**config.mk**
```make
export PLATFORM = sky130hd
export DESIGN_NAME = buzzer_melody_seq_flat
export DESIGN_NICKNAME = d
export VERILOG_FILES = /design/src/rtl/buzzer_melody_if.sv /design/src/rtl/buzzer_melody_seq.sv /design/src/flat_wrapper.sv
export SDC_FILE = /design/constraint.sdc
export NUM_CORES = 1
export LEC_CHECK = 0
export CORE_AREA = 4 4 102 104
export CTS_BUF_LIST = sky130_fd_sc_hd__clkbuf_8
export DETAILED_ROUTE_END_ITERATION = 12
export DIE_AREA = 0 0 106 108
export HOLD_SLACK_MARGIN = 0.02
export PLACE_DENSITY = 0.71
export SLEW_MARGIN = 10
export SYNTH_ARGS = -nofsm -noshare
export SYNTH_HDL_FRONTEND = slang
export SYNTH_SLANG_ARGS = --single-unit
```
**constraint.sdc**
```tcl
create_clock -name clk -period 3.1 [get_ports clk]
set_clock_uncertainty 0.05 [all_clocks]
set_input_delay 0.62 -clock clk [delete_from_list [all_inputs] [get_ports clk]]
set_output_delay 0.62 -clock clk [all_outputs]
set_load 0.005 [all_outputs]
```
**src/rtl/buzzer_melody_if.sv**
```systemverilog
// Melody sequencer bus: playback control, song ROM port and buzzer drive.
// master = the sequencer, slave = the surrounding control / ROM / buzzer side.
interface buzzer_melody_if #(
  parameter int ADDR_W = 8
);
  logic              start;
  logic              stop;
  logic              pause;
  logic              loop_en;
  logic [ADDR_W-1:0] rom_addr;
  logic [29:0]       rom_data;
  logic [21:0]       note_div;
  logic              mute;
  logic              busy;
  logic              done;

  modport master (
    input  start, stop, pause, loop_en, rom_data,
    output rom_addr, note_div, mute, busy, done
  );

  modport slave (
    output start, stop, pause, loop_en, rom_data,
    input  rom_addr, note_div, mute, busy, done
  );
endinterface

```
**src/rtl/buzzer_melody_seq.sv**
```systemverilog
// Melody sequencer: walks a synchronous song ROM of {note_div, dur} words,
// drives the buzzer divider and a mute gate, counts note length in beats and
// inserts a silent gap between notes.
module buzzer_melody_seq #(
  parameter int ADDR_W   = 8,
  parameter int BEAT_DIV = 12500000,
  parameter int GAP_CYC  = 1000000
) (
  input  logic            clk,
  input  logic            rst,
  buzzer_melody_if.master bus
);

  localparam int CYC_W = (BEAT_DIV > 1) ? $clog2(BEAT_DIV) : 1;
  localparam int GAP_W = (GAP_CYC > 1) ? $clog2(GAP_CYC) : 1;
  localparam logic [CYC_W-1:0] CYC_LAST = CYC_W'(BEAT_DIV - 1);
  localparam logic [GAP_W-1:0] GAP_LAST = GAP_W'((GAP_CYC > 0) ? GAP_CYC - 1 : 0);

  typedef enum logic [2:0] {
    S_IDLE,
    S_FETCH,
    S_LOAD,
    S_PLAY,
    S_GAP
  } state_e;

  state_e            state_q, state_d;
  logic [ADDR_W-1:0] rom_addr_q, rom_addr_d;
  logic [21:0]       note_div_q, note_div_d;
  logic              mute_q, mute_d;
  logic              busy_q, busy_d;
  logic              done_q, done_d;
  logic              rest_q, rest_d;
  logic [7:0]        dur_q, dur_d;
  logic [7:0]        beat_q, beat_d;
  logic [CYC_W-1:0]  cyc_q, cyc_d;
  logic [GAP_W-1:0]  gap_q, gap_d;

  logic [21:0] rom_div;
  logic [7:0]  rom_dur;

  assign rom_div = bus.rom_data[29:8];
  assign rom_dur = bus.rom_data[7:0];

  // Next-state and output decode: stop beats pause beats normal sequencing.
  always_comb begin
    // NOTE: every signal gets a hold/default value first so no path leaves one unassigned (no latches).
    state_d    = state_q;
    rom_addr_d = rom_addr_q;
    note_div_d = note_div_q;
    mute_d     = mute_q;
    done_d     = 1'b0;
    rest_d     = rest_q;
    dur_d      = dur_q;
    beat_d     = beat_q;
    cyc_d      = cyc_q;
    gap_d      = gap_q;

    if (bus.stop) begin
      state_d    = S_IDLE;
      rom_addr_d = '0;
      note_div_d = '0;
      mute_d     = 1'b1;
      beat_d     = '0;
      cyc_d      = '0;
      gap_d      = '0;
    end else if (bus.pause && (state_q != S_IDLE)) begin
      // Everything frozen; only the audio is gated.
      mute_d = 1'b1;
    end else begin
      case (state_q)
        S_IDLE: begin
          mute_d = 1'b1;
          if (bus.start) begin
            state_d    = S_FETCH;
            rom_addr_d = '0;
          end
        end
        S_FETCH: state_d = S_LOAD;
        S_LOAD: begin
          if (rom_dur == 8'd0) begin
            rom_addr_d = '0;
            if (bus.loop_en) begin
              state_d = S_FETCH;
            end else begin
              state_d = S_IDLE;
              done_d  = 1'b1;
              mute_d  = 1'b1;
            end
          end else begin
            note_div_d = rom_div;
            rest_d     = (rom_div == 22'd0);
            mute_d     = (rom_div == 22'd0);
            dur_d      = rom_dur;
            beat_d     = '0;
            cyc_d      = '0;
            state_d    = S_PLAY;
          end
        end
        S_PLAY: begin
          mute_d = rest_q;
          if (cyc_q == CYC_LAST) begin
            cyc_d  = '0;
            beat_d = beat_q + 8'd1;
            if ((beat_q + 8'd1) == dur_q) begin
              rom_addr_d = rom_addr_q + ADDR_W'(1);
              mute_d     = 1'b1;
              gap_d      = '0;
              state_d    = (GAP_CYC == 0) ? S_FETCH : S_GAP;
            end
          end else begin
            cyc_d = cyc_q + CYC_W'(1);
          end
        end
        S_GAP: begin
          mute_d = 1'b1;
          if (gap_q == GAP_LAST) begin
            gap_d   = '0;
            state_d = S_FETCH;
          end else begin
            gap_d = gap_q + GAP_W'(1);
          end
        end
        default: state_d = S_IDLE;
      endcase
    end

    busy_d = (state_d != S_IDLE);
  end

  // State and output registers with synchronous reset.
  always_ff @(posedge clk) begin
    // NOTE: sequential state uses non-blocking assignments so all flops see pre-edge values.
    if (rst) begin
      state_q    <= S_IDLE;
      rom_addr_q <= '0;
      note_div_q <= '0;
      mute_q     <= 1'b1;
      busy_q     <= 1'b0;
      done_q     <= 1'b0;
      rest_q     <= 1'b0;
      dur_q      <= '0;
      beat_q     <= '0;
      cyc_q      <= '0;
      gap_q      <= '0;
    end else begin
      state_q    <= state_d;
      rom_addr_q <= rom_addr_d;
      note_div_q <= note_div_d;
      mute_q     <= mute_d;
      busy_q     <= busy_d;
      done_q     <= done_d;
      rest_q     <= rest_d;
      dur_q      <= dur_d;
      beat_q     <= beat_d;
      cyc_q      <= cyc_d;
      gap_q      <= gap_d;
    end
  end

  assign bus.rom_addr = rom_addr_q;
  assign bus.note_div = note_div_q;
  assign bus.mute     = mute_q;
  assign bus.busy     = busy_q;
  assign bus.done     = done_q;

endmodule
```
**src/flat_wrapper.sv**
```systemverilog
// flat-port wrapper written by rule: the top's interface ports become plain ports
module buzzer_melody_seq_flat 
#(
  parameter int ADDR_W   = 8,
  parameter int BEAT_DIV = 12500000,
  parameter int GAP_CYC  = 1000000
)
  (clk, rst, bus_start, bus_stop, bus_pause, bus_loop_en, bus_rom_data, bus_rom_addr, bus_note_div, bus_mute, bus_busy, bus_done);
  buzzer_melody_if #(.ADDR_W(ADDR_W)) bus_i ();
  input  logic clk;
  input  logic rst;
  input wire logic [$bits(bus_i.start)-1:0] bus_start;
  input wire logic [$bits(bus_i.stop)-1:0] bus_stop;
  input wire logic [$bits(bus_i.pause)-1:0] bus_pause;
  input wire logic [$bits(bus_i.loop_en)-1:0] bus_loop_en;
  input wire logic [$bits(bus_i.rom_data)-1:0] bus_rom_data;
  output wire logic [$bits(bus_i.rom_addr)-1:0] bus_rom_addr;
  output wire logic [$bits(bus_i.note_div)-1:0] bus_note_div;
  output wire logic [$bits(bus_i.mute)-1:0] bus_mute;
  output wire logic [$bits(bus_i.busy)-1:0] bus_busy;
  output wire logic [$bits(bus_i.done)-1:0] bus_done;
  assign bus_i.start = bus_start;
  assign bus_i.stop = bus_stop;
  assign bus_i.pause = bus_pause;
  assign bus_i.loop_en = bus_loop_en;
  assign bus_i.rom_data = bus_rom_data;
  assign bus_rom_addr = bus_i.rom_addr;
  assign bus_note_div = bus_i.note_div;
  assign bus_mute = bus_i.mute;
  assign bus_busy = bus_i.busy;
  assign bus_done = bus_i.done;
  buzzer_melody_seq #(.ADDR_W(ADDR_W), .BEAT_DIV(BEAT_DIV), .GAP_CYC(GAP_CYC)) u_core (.clk(clk), .rst(rst), .bus(bus_i));
endmodule
```
==> tab_implementation.tex <==
\begin{tabular}{lr}
\hline
Metric & Value \\
\hline
\multicolumn{2}{l}{\textbf{Synthesis}} \\
Number of flip-flops and latches in the synthesized netlist & 97 \\
Fraction of synthesized cell area taken by the top area cell type & 0.4132 \\
Number of enable-type register cells in the synthesized netlist & 0 \\
Post-synthesis net count & 635 \\
Most frequently used flop master after synthesis & sky130\_fd\_sc\_hd\_\_dfxtp\_1 \\
Cells after Synth & 595 \\
Sequential area share after synthesis & 0.4132 \\
Cell taking the most area after synthesis & sky130\_fd\_sc\_hd\_\_dfxtp\_1 \\
Average footprint of a synthesized cell & 7.898 um2 \\
Netlist area before placement & 0.004700 mm2 \\
Synth async-reset ratio & 0 \\
Synth unique cells & 53 \\
Cell types with the largest area share after synthesis & sky130\_fd\_sc\_hd\_\_dfxtp\_1 41\%, sky130\_fd\_sc\_hd\_\_a21oi\_1 8.3\%, sky130\_fd\_sc\_hd\_\_nand2\_1 7.1\%, sky130\_fd\_sc\_hd\_\_nor2\_1 4.3\%, sky130\_fd\_sc\_hd\_\_xor2\_1 3.2\% \\
Synth warnings & 0 \\
\multicolumn{2}{l}{\textbf{Setup path}} \\
Endpoint of the worst-slack reg-to-reg timing path & u\_core.gap\_q[5]\$\_SDFFE\_PP0P\_ \\
Slack of the worst reg-to-reg path & 0.17 ns \\
Slowest stage cell, crit path & sky130\_fd\_sc\_hd\_\_or4\_1 \\
Reg2reg start & u\_core.beat\_q[0]\$\_SDFFE\_PP0P\_ \\
Critical Path, Cell by Cell & ha\_1 > nand2b\_1 > o211a\_1 > o32a\_1 > nor4\_4 > a21boi\_2 > buf\_4 > or4\_1 > a21oi\_1 \\
Critical Path RT & 3.35 ns \\
Crit end category & flop \\
Critical Path Source Type & flop \\
Timing endpoint of the critical path & u\_core.gap\_q[5]\$\_SDFFE\_PP0P\_ \\
Critical path start-end classification & reg -> reg \\
Timing startpoint of the critical path & u\_core.beat\_q[0]\$\_SDFFE\_PP0P\_ \\
Depth of the worst register-to-register path & 9 \\
Max stage delay on crit path & 0.48 ns \\
Crit Path Max Fanout & 19 \\
Data arrival time of the worst path & 3.17 ns \\
\multicolumn{2}{l}{\textbf{Finish}} \\
Non-filler instance count after layout & 801 \\
Fraction of layout cells with a size suffix above 1 & 0.07335 \\
Signed area change from the synthesized netlist to the final layout & 23.16\% \\
Layout Cell Area excl Fill & 0.005788 mm2 \\
Net total in the final layout & 703 \\
Count of antenna diodes in the layout & 0 \\
Finished Core Util & 0.6061 \\
\multicolumn{2}{l}{\textbf{Floorplanning}} \\
Initial cell density of the core & 0.4921 \\
Die Footprint & 0.01145 mm2 \\
Ports placed on the boundary & 69 \\
Core Box Area & 0.009549 mm2 \\
Die height & 108 um \\
X dimension of the die & 106 um \\
Number of standard-cell rows in the floorplan & 36 \\
\multicolumn{2}{l}{\textbf{STA}} \\
Final clock period utilization by the worst path & 0.9439 \\
Number of hold violations in the final report & 0 \\
Max\_slew headroom & 0.4963 \\
Slew at the pin closest to its max-slew limit & 0.7555 ns \\
Top achievable clock speed & 341.7 MHz \\
Pins over their slew limit & 0 \\
Final Critical Period & 2.926 ns \\
Setup-failing EPs final & 0 \\
\multicolumn{2}{l}{\textbf{Global route}} \\
Met3 track utilization from global routing & 0.04896 \\
Vias in the first global route & 4173 \\
Largest net degree at the start of global routing & 38 \\
First-pass GRT wire length & 19.27 mm \\
Number of antenna violations at the first check in global routing & 0 \\
All-Layer GR Usage & 0.2022 \\
Routing layer with the top usage in global route & met2 \\
Global-route congestion overflow total & 0 \\
GR Util met1 & 0.2617 \\
GR Util met2 & 0.3361 \\
\multicolumn{2}{l}{\textbf{Pwr}} \\
Maximum VDD drop & 0.2065 mV \\
Pwr per Cell Area & 384.0 mW/mm2 \\
Static power due to leakage & 1.822 nW \\
\multicolumn{2}{l}{\textbf{Place}} \\
\# placed instances & 783 \\
GP Congestion & 0.8754 \\
HPWL after detailed placement & 8.392 mm \\
Placed Instance Area & 0.005573 mm2 \\
PortBufs & 68 \\
\multicolumn{2}{l}{\textbf{Clock network}} \\
Reg clk slew, reported paths & 0.09 ns \\
CTS tree & yes \\
Number of levels the H-tree was split into & 3 \\
Number of buffers created by CTS & 9 \\
Number of buffers on the longest clock path & 2 \\
Latest clock arrival within the worst-skew pair & 0.36 ns \\
Root Buffer & sky130\_fd\_sc\_hd\_\_clkbuf\_8 \\
Sinks on Clock Net & 97 \\
\multicolumn{2}{l}{\textbf{Routing}} \\
Via density per instance & 5.649 \\
Aggregate routed wire length & 11.49 mm \\
DRC violation total after the first TritonRoute iteration & 199 \\
1st-pass router iterations & 4 \\
Antenna violation net count after detailed routing & 0 \\
Vias after detailed routing & 4525 \\
Average routed wire per standard cell & 14.35 um \\
DRC violation count after routing & 0 \\
\multicolumn{2}{l}{\textbf{Run}} \\
Maximum capacitance violations & 0 \\
\multicolumn{2}{l}{\textbf{Status}} \\
Status & complete, no violations \\
\multicolumn{2}{l}{\textbf{Min path}} \\
Tightest Hold Check Type & reg -> reg \\
\hline
\end{tabular}
[per-stage QoR]
| step | hold WS (ns) | power [mW] | setup slack, ns | setup TNS [ns] |
|---|---|---|---|---|
| floorplan | 0.3970 | 1.337 | 0.3599 | 0 |
| CTS | 0.4082 | 2.245 | 0.09985 | 0 |
| global route | 0.4323 | 2.301 | -0.02952 | -0.07549 |
| detailed placement | 0.3956 | 1.419 | 0.03284 | 0 |
| finish | 0.4054 | 2.223 | 0.1738 | 0 |
| global placement | 0.3918 | 1.417 | 0.1095 | 0 |
[where the power goes]
part	switching, mW	internal, mW	leakage [nW]
Combinational	0.0701	0.0672	0.936
Sequential	0.00506	1.25	0.781
Clock	0.440	0.391	0.105
Total	0.515	1.71	1.82
[layout by cell type, fill, tap and decap left out, types with 2 or more instances in the layout]
cell,netlist,routed
sky130_fd_sc_hd__or2_2,3,3
sky130_fd_sc_hd__o31ai_1,16,16
sky130_fd_sc_hd__nor3_1,4,4
sky130_fd_sc_hd__and4_1,3,3
sky130_fd_sc_hd__clkdlybuf4s50_1,0,68
sky130_fd_sc_hd__ha_1,4,4
sky130_fd_sc_hd__nand2b_1,9,9
sky130_fd_sc_hd__inv_1,6,8
sky130_fd_sc_hd__or3b_2,3,3
sky130_fd_sc_hd__a21o_1,3,3
sky130_fd_sc_hd__nor4_1,16,16
sky130_fd_sc_hd__or4_1,19,19
sky130_fd_sc_hd__nor2b_1,2,2
sky130_fd_sc_hd__and3_1,16,16
sky130_fd_sc_hd__nand3_1,18,18
sky130_fd_sc_hd__clkbuf_8,0,10
sky130_fd_sc_hd__nor2_1,54,54
sky130_fd_sc_hd__buf_4,0,20
sky130_fd_sc_hd__a31oi_1,4,4
sky130_fd_sc_hd__xnor2_1,12,12
sky130_fd_sc_hd__o32a_1,2,2
sky130_fd_sc_hd__o211ai_1,2,2
sky130_fd_sc_hd__nand4_1,18,18
sky130_fd_sc_hd__a21oi_1,78,78
sky130_fd_sc_hd__nand2_1,89,89
sky130_fd_sc_hd__dfxtp_1,97,97
sky130_fd_sc_hd__xor2_1,17,17
sky130_fd_sc_hd__o22ai_1,2,2
sky130_fd_sc_hd__nor4b_1,2,2
sky130_fd_sc_hd__o21ai_0,29,29
sky130_fd_sc_hd__or3_1,11,11
[state kept, by name, indices dropped and copies added, names as in the netlist]
| signal | flops |
|---|---|
| u_core.gap_q | 20 |
| u_core.rest_q | 1 |
| u_core.bus.mute | 1 |
| u_core.bus.rom_addr | 8 |
| u_core.bus.note_div | 22 |
| u_core.dur_q | 8 |
| u_core.bus.busy | 1 |
| u_core.bus.done | 1 |
| u_core.cyc_q | 24 |
| u_core.state_q | 3 |
| u_core.beat_q | 8 |
[final cells by class]
cell class                      count  area (um2)
Inverter                            7       26.28
Tap cell                          133       166.4
Fill cell                         883        3761
Timing Repair Buffer               89       850.8
Clock inverter                      6       58.81
Clock buffer                       10       137.6
Sequential cell                    97        1942
Multi-Input combinational cell    459        2606
[worst min path at each step]
stage	start	endpoint	cells after the start
after global placement	u_core.bus.note_div[19]$_SDFFE_PP0P_	u_core.bus.note_div[19]$_SDFFE_PP0P_	2
after floorplan	u_core.gap_q[19]$_SDFFE_PP0P_	u_core.gap_q[19]$_SDFFE_PP0P_	2
after CTS	u_core.bus.note_div[21]$_SDFFE_PP0P_	u_core.bus.note_div[21]$_SDFFE_PP0P_	2
after detailed placement	u_core.bus.note_div[21]$_SDFFE_PP0P_	u_core.bus.note_div[21]$_SDFFE_PP0P_	2
final	u_core.bus.note_div[21]$_SDFFE_PP0P_	u_core.bus.note_div[21]$_SDFFE_PP0P_	2
after global routing	u_core.bus.note_div[14]$_SDFFE_PP0P_	u_core.bus.note_div[14]$_SDFFE_PP0P_	2
[cells in the mapped netlist (all sizes together) (6+ instances only)]
cell type and count:
inv 6, dfxtp 97, xor2 17, nor4 18
xnor2 12, nor2 54, and3 16, nand2b 9
nand2 89, o31ai 16, o21ai 31, a21oi 78
clkbuf 25, buf 7, or4 19, nand4 18
nand3 19, or3 11
[critical path, delay by kind of cell, from the launching register on]
kind	cells	cell delay [ns]
DFF	1	0.46
buffers and inverters	1	0.23
adders and majority gates	1	0.30
AOI/OAI and AO/OA	4	0.93
and+or+nand+nor	3	0.88
[metal layers]
layer | share of wire | up-vias
met3 | 0.055 | 14
li1 | - | 2293
met4 | 0.015 | 0
met5 | 0 | -
met1 | 0.44 | 2112
met2 | 0.49 | 106
[kinds of logic after synthesis]
| group | share of synthesized area |
|---|---|
| AOI/OAI and AO/OA | 0.1834 |
| adders and majority gates | 0.01065 |
| and+or+nand+nor | 0.3057 |
| xor gates and xnor gates | 0.05405 |
| buffers and inverters | 0.03301 |
| DFF | 0.4132 |
[timing repair]
action,in CTS,in global routing
gates resized for setup,0,1
endpoints found under the setup margin,0,13
setup buffers,0,2
hold buffers,0,0
(Power assumes the default switching activity.)
